File: src/rtl/matmult_pkg.sv
// Shared types, state encoding and result conversion for the matmult datapath.
package matmult_pkg;

  localparam int N_DEF      = 4;
  localparam int DATA_W_DEF = 16;
  // Widest accumulator / result the conversion helper handles.
  localparam int ACC_MAX    = 128;
  localparam int OUT_MAX    = 64;

  typedef logic signed [DATA_W_DEF-1:0] elem_t;
  typedef elem_t [N_DEF-1:0]            vec_t;
  typedef vec_t  [N_DEF-1:0]            mat_t;

  typedef enum logic [1:0] {
    IDLE,
    ACCUM,
    DONE
  } state_e;

  // Returns {overflow, sum}; sum sits in the low out_w bits of the field.
  // Saturates to the signed out_w range when sat_mode=1, else keeps the low bits.
  function automatic logic [OUT_MAX:0] sat_convert(
    input logic signed [ACC_MAX-1:0] acc,
    input logic                      sat_mode,
    input int                        out_w
  );
    logic signed [ACC_MAX-1:0] max_v;
    logic signed [ACC_MAX-1:0] min_v;
    logic        [OUT_MAX-1:0] res;
    logic                      ovf;
    max_v = (ACC_MAX'(1) <<< (out_w - 1)) - ACC_MAX'(1);
    min_v = ~max_v;
    ovf   = 1'b1;
    if (acc > max_v) begin
      res = sat_mode ? max_v[OUT_MAX-1:0] : acc[OUT_MAX-1:0];
    end else if (acc < min_v) begin
      res = sat_mode ? min_v[OUT_MAX-1:0] : acc[OUT_MAX-1:0];
    end else begin
      ovf = 1'b0;
      res = acc[OUT_MAX-1:0];
    end
    return {ovf, res};
  endfunction

endpackage

File: src/rtl/dot_lane_mac.sv
// One beat of the dot product: LANES signed multiplies reduced to a single
// partial sum, sign-extended to the accumulator width.
module dot_lane_mac #(
  parameter int LANES  = 2,
  parameter int DATA_W = 16,
  parameter int ACC_W  = 35
) (
  input  logic        [LANES-1:0][DATA_W-1:0] a_lanes,
  input  logic        [LANES-1:0][DATA_W-1:0] b_lanes,
  output logic signed [ACC_W-1:0]             partial
);

  logic signed [2*DATA_W-1:0] prod [LANES];

  // Full-precision signed product per lane.
  always_comb begin
    for (int l = 0; l < LANES; l++) begin
      prod[l] = $signed(a_lanes[l]) * $signed(b_lanes[l]);
    end
  end

  // Sum of the lane products at accumulator width.
  always_comb begin
    partial = '0;
    for (int l = 0; l < LANES; l++) begin
      partial = partial + ACC_W'(prod[l]);
    end
  end

endmodule

File: src/rtl/dot_product_engine.sv
// Multi-cycle signed dot product of a row vector with one column of an N x N
// matrix. Operands are captured on an accepted start, reduced LANES elements
// per cycle, and the converted result is offered on a valid/ready output.
//
// Handshakes: start is taken on a rising edge where start && start_ready.
// A result transfers on a rising edge where out_valid && out_ready; sum and
// overflow stay stable while out_valid is high and out_ready is low.
module dot_product_engine
  import matmult_pkg::*;
#(
  parameter  int N      = 4,
  parameter  int LANES  = 2,
  parameter  int DATA_W = 16,
  parameter  int OUT_W  = 32,
  localparam int CW     = $clog2(N)
) (
  input  logic                             clk,
  input  logic                             reset,
  input  logic                             start,
  output logic                             start_ready,
  input  logic                             sat_mode,
  input  logic [CW-1:0]                    col_idx,
  input  logic [N-1:0][DATA_W-1:0]         vec_a,
  input  logic [N-1:0][N-1:0][DATA_W-1:0]  mat_b,
  output logic                             out_valid,
  input  logic                             out_ready,
  output logic [OUT_W-1:0]                 sum,
  output logic                             overflow,
  output logic                             busy,
  output state_e                           dbg_state
);

  localparam int ACC_W = 2*DATA_W + $clog2(N) + 1;
  localparam int BEATS = N / LANES;
  localparam int BW    = (BEATS > 1) ? $clog2(BEATS) : 1;

  if (N < 2 || LANES < 1 || (N % LANES) != 0) begin : g_bad_lanes
    $error("dot_product_engine: N must be >= 2 and a multiple of LANES");
  end
  if (ACC_W > ACC_MAX || OUT_W > OUT_MAX || OUT_W < 2) begin : g_bad_width
    $error("dot_product_engine: widths outside the conversion helper range");
  end

  state_e                     state_q, state_d;
  logic [N-1:0][DATA_W-1:0]   a_q, a_d, b_q, b_d, col_sel;
  logic                       sat_q, sat_d;
  logic signed [ACC_W-1:0]    acc_q, acc_d, partial, acc_next;
  logic [BW-1:0]              beat_q, beat_d;
  logic [OUT_W-1:0]           sum_q, sum_d;
  logic                       overflow_q, overflow_d;
  logic                       out_valid_q, out_valid_d;
  logic [OUT_MAX:0]           conv;
  logic                       accept;
  logic                       unused_conv_hi;

  assign start_ready = (state_q == IDLE) | ((state_q == DONE) & out_ready);
  assign accept      = start & start_ready;
  assign out_valid   = out_valid_q;
  assign sum         = sum_q;
  assign overflow    = overflow_q;
  assign busy        = (state_q != IDLE);
  assign dbg_state   = state_q;

  // Selected matrix column; an out-of-range index yields an all-zero column.
  always_comb begin
    col_sel = '0;
    for (int r = 0; r < N; r++) begin
      if ({1'b0, col_idx} < (CW+1)'(N)) begin
        col_sel[r] = mat_b[r][col_idx];
      end
    end
  end

  // Operands shift down by LANES elements per beat, so lanes always read the bottom.
  dot_lane_mac #(
    .LANES  (LANES),
    .DATA_W (DATA_W),
    .ACC_W  (ACC_W)
  ) u_mac (
    .a_lanes (a_q[LANES-1:0]),
    .b_lanes (b_q[LANES-1:0]),
    .partial (partial)
  );

  assign acc_next = acc_q + partial;
  assign conv     = sat_convert(ACC_MAX'(acc_next), sat_q, OUT_W);

  if (OUT_W < OUT_MAX) begin : g_conv_hi
    assign unused_conv_hi = ^conv[OUT_MAX-1:OUT_W];
  end else begin : g_conv_full
    assign unused_conv_hi = 1'b0;
  end

  // Next-state and datapath update; an accepted start overrides the state's own move.
  always_comb begin
    state_d     = state_q;
    a_d         = a_q;
    b_d         = b_q;
    sat_d       = sat_q;
    acc_d       = acc_q;
    beat_d      = beat_q;
    sum_d       = sum_q;
    overflow_d  = overflow_q;
    out_valid_d = out_valid_q;
    unique case (state_q)
      IDLE: ;
      ACCUM: begin
        acc_d  = acc_next;
        a_d    = a_q >> (LANES*DATA_W);
        b_d    = b_q >> (LANES*DATA_W);
        beat_d = beat_q + 1'b1;
        if (beat_q == BW'(BEATS-1)) begin
          sum_d       = conv[OUT_W-1:0];
          overflow_d  = conv[OUT_MAX];
          out_valid_d = 1'b1;
          state_d     = DONE;
        end
      end
      DONE: begin
        if (out_ready) begin
          out_valid_d = 1'b0;
          state_d     = IDLE;
        end
      end
      default: state_d = IDLE;
    endcase
    if (accept) begin
      a_d     = vec_a;
      b_d     = col_sel;
      sat_d   = sat_mode;
      acc_d   = '0;
      beat_d  = '0;
      state_d = ACCUM;
    end
  end

  // State and datapath registers; reset aborts any operation in flight.
  always_ff @(posedge clk or negedge reset) begin
    if (!reset) begin
      state_q     <= IDLE;
      a_q         <= '0;
      b_q         <= '0;
      sat_q       <= 1'b0;
      acc_q       <= '0;
      beat_q      <= '0;
      sum_q       <= '0;
      overflow_q  <= 1'b0;
      out_valid_q <= 1'b0;
    end else begin
      state_q     <= state_d;
      a_q         <= a_d;
      b_q         <= b_d;
      sat_q       <= sat_d;
      acc_q       <= acc_d;
      beat_q      <= beat_d;
      sum_q       <= sum_d;
      overflow_q  <= overflow_d;
      out_valid_q <= out_valid_d;
    end
  end

endmodule
File: config.mk
export PLATFORM = sky130hd
export DESIGN_NAME = dot_product_engine
export DESIGN_NICKNAME = d
export VERILOG_FILES = /design/src/rtl/matmult_pkg.sv /design/src/rtl/dot_lane_mac.sv /design/src/rtl/dot_product_engine.sv
export SDC_FILE = /design/constraint.sdc
export NUM_CORES = 2
export LEC_CHECK = 0
export BUFFER_PORTS_ARGS = -buffer_cell sky130_fd_sc_hd__clkbuf_2
export CORE_UTILIZATION = 45
export CTS_BUF_LIST = sky130_fd_sc_hd__clkbuf_4 sky130_fd_sc_hd__clkbuf_8 sky130_fd_sc_hd__clkbuf_16
export DETAILED_ROUTE_END_ITERATION = 16
export GPL_TIMING_DRIVEN = 0
export PLACE_DENSITY_LB_ADDON = 0.2
export SYNTH_ARGS = -nofsm -noshare
export SYNTH_HDL_FRONTEND = slang
export SYNTH_SLANG_ARGS = --single-unit
export TNS_END_PERCENT = 10
File: constraint.sdc
create_clock -name clk -period 15.9 [get_ports clk]
set_input_delay 1.59 -clock clk [delete_from_list [all_inputs] [get_ports clk]]
set_output_delay 1.59 -clock clk [all_outputs]
set_load 0.02 [all_outputs]
==> results.md <==
- Largest net degree at the start of global routing: 100
- CTS Sinks: 201
- Vias per cell: 5.29
- Vias: 24000
- Initial antenna violation count: 5
- Global-route wire length before repair: 152000 um
- Gp weighted congestion: 0.984
- Synth area leader: fa_1
- Critical Path Fanout Max: 14
- Num CTS Buffers: 26
- DRT Wirelength: 101000 um
- Setup TNS: 0 ns
- Worst hold path depth: 2
- Hold Vio Cnt, Final: 0
- Outcome: finished, final reports clean
- Die ar.: 71200 um2
- Post-Syn Nets: 4330
- Clk_skew: 0.0298 ns
- Critical path's slowest cell: a2111oi_4
- Worst path top cell family by delay: adder cells
- Worst slew pin tran: 1.37 ns
- Yosys reg bits: 201
- Row count: 96
- Register area: 5030 um2
- R2r startpoint: a_q[15]$_DFFE_PN0P_
- Worst reg2reg path endpoint: sum[30]$_DFFE_PN0P_
- Post-synth EDFFs: 0
- Wire length per cell: 22.2 um
- Root buffer cell: clkbuf_16
- Synthesized area: 31600 um2
- Yosys top cell area share: 41.9%
- Most instantiated library cell after synthesis: inv_1
- Multi-input combinational cell area: 23200 um2
- H-Tree Depth: 1
- Mapped Cells: 3200
- TritonRoute pass-1 iters: 5
- Port Buf Inserts: 362
- Post-synthesis sequential area ratio: 15.9%
- Area grow syn2layout: 12.4%
- Cell mode on critical path: fa_1
- Main synth FF type: dfrtp_1
- Endpoint with the worst hold slack: b_q[19]$_DFFE_PN0P_
- Fillers: 6569
- Residual DRC: 0
- Arr. time, crit path: 10.24 ns
- Hold_sp: b_q[51]$_DFFE_PN0P_
- Dpl hpwl: 86200 um
- # setup viols final: 0
- Resized cells post-CTS: 0
- Period utilisation layout: 61.3%
- GRT overflow: 0
- Die width: 267 um
- Warnings, synthesis: 0
- Reg-to-reg setup timing slack: 6.16 ns
- Top cells by area, synth: fa_1, dfrtp_1, inv_1
- Clk pin slew, worst setup/hold paths: 0.08 ns
- Count of buffer and inverter cells on the critical path: 9
- Total track usage: 29.3%
- Placed instance area: 34600 um2
- Fin nets: 4723
- Bufs on Longest Clock Path: 3
- CP startpoint kind: flop
- Synth top cells by count: inv_1, fa_1, nand2_1
- Post-synth ARST share: 100%
- Avg Inst Size Synth: 9.87 um2
- Final min period: 9.74 ns
- Core ar.: 68900 um2
- TritonCTS clock tree: yes
- Setup CP Type: reg -> reg
- Max Slew Vio Count: 0
- Worst EP required: 16.40 ns
- DR iter-0 viols: 1968
- F_max: 103 MHz
- Starting density of the core: 45.8%
- Worst-skew pair later-pin latency: 0.59 ns
- Vias in the first global route: 24600
- Hold Buf Count CTS: 0
- Relative slew slack: 8.91%
- Antenna-violating nets left: 0
- Max cap viols: 0
- Die Span Y: 267 um
- # Post-CTS Setup Buffers: 0
- CP peak stage delay: 0.65 ns
- Design area: 35500 um2
- Share of cells above drive strength 1: 14.0%
- Min-delay worst type: reg -> reg
- Distinct cells, synth: 65
- Critical path capture point type: flop
- FF-to-FF path depth: 27
- Unrepaired setup endpoints after global routing: false
- Boundary pin count: 365
-- state kept, by name, summed over array words and instances (netlist names) --
signal,flops
a_q,64
acc_q,35
b_q,64
beat_q,1
dbg_state,2
out_valid,1
overflow,1
sat_q,1
sum,32
-- worst reg2reg max path: stages, from the launching register on --
cell,delay [ns]
dfrtp_1,0.57
clkbuf_1,0.55
nand2_1,0.51
buf_16,0.32
fa_1,0.49
fa_1,0.54
inv_1,0.05
fa_1,0.48
inv_1,0.06
fa_1,0.52
inv_1,0.05
fa_1,0.47
fa_1,0.51
fa_1,0.49
inv_1,0.05
fa_1,0.48
inv_1,0.05
ha_1,0.27
clkbuf_1,0.30
nand4_1,0.16
nor3_1,0.45
o311ai_1,0.19
a21o_2,0.31
a211oi_2,0.56
nor2_2,0.16
a2111oi_4,0.65
buf_6,0.25
a221o_1,0.14
-- area by class of cell --
type                    instances  area share (%)
clock buffers                  36            2.17
diodes                          4          0.0282
plain buffers                 162            1.85
well taps                     931            3.28
inverters                     720            7.61
multi-input cells            2117            65.3
flip-flops and latches        201            14.2
clock inverters                 9           0.208
repair buffers                365            5.36
-- worst max path at each step --
| stage | depth (start not counted) | start | to |
|---|---|---|---|
| 6_report | 27 | a_q[15]$_DFFE_PN0P_ | sum[30]$_DFFE_PN0P_ |
| 2_1_floorplan | 27 | a_q[15]$_DFFE_PN0P_ | sum[12]$_DFFE_PN0P_ |
| 5_1_grt | 27 | a_q[15]$_DFFE_PN0P_ | sum[30]$_DFFE_PN0P_ |
| 4_1_cts | 26 | a_q[15]$_DFFE_PN0P_ | sum[30]$_DFFE_PN0P_ |
| 3_5_place_dp | 26 | a_q[15]$_DFFE_PN0P_ | sum[24]$_DFFE_PN0P_ |
| 3_3_place_gp | 26 | a_q[15]$_DFFE_PN0P_ | sum[30]$_DFFE_PN0P_ |
-- per-stage QoR --
stage	worst slack (ns)	hold slack [ns]	instances	util [%]
2_1_floorplan	7.67	0.438	3200	-
3_3_place_gp	5.98	0.447	4493	50.1
3_5_place_dp	5.87	0.460	4495	50.2
4_1_cts	5.84	0.476	4540	51.4
5_1_grt	5.85	0.496	4542	51.5
6_report	6.16	0.474	4545	51.5
-- cell usage in the layout (no fill, tap or decap), drive strengths merged, types with 20 or more instances in the layout --
master,count
o31ai,28
o21ai,36
and2,239
nor2,84
inv,720
fa,661
nand3,73
a221o,31
buf,20
dfrtp,201
xnor2,31
a22oi,39
mux4,64
a21oi,27
nand2,521
ha,142
clkbuf,543
-- layer usage --
layer / part of all wire (%) / global-route usage (%)
met1: 40 / 40.4
met2: 46 / 44.7
met3: 9.0 / 7.58
met4: 4.0 / 10.2
met5: 0.18 / 1.73
-- cells by family after synthesis --
logic type / synth area share [%]
AND/OR/NAND/NOR: 14.3
buffers and inverters: 10.6
adder cells (fa/ha/maj): 47.5
AO/OA/AOI/OAI: 5.87
flip-flops: 15.9
multiplexers: 4.60
XOR/XNOR: 1.17
Power is left out: the tool's default activity adds up to more than one toggle a clock period on the data nets, which glitch-free logic cannot reach.
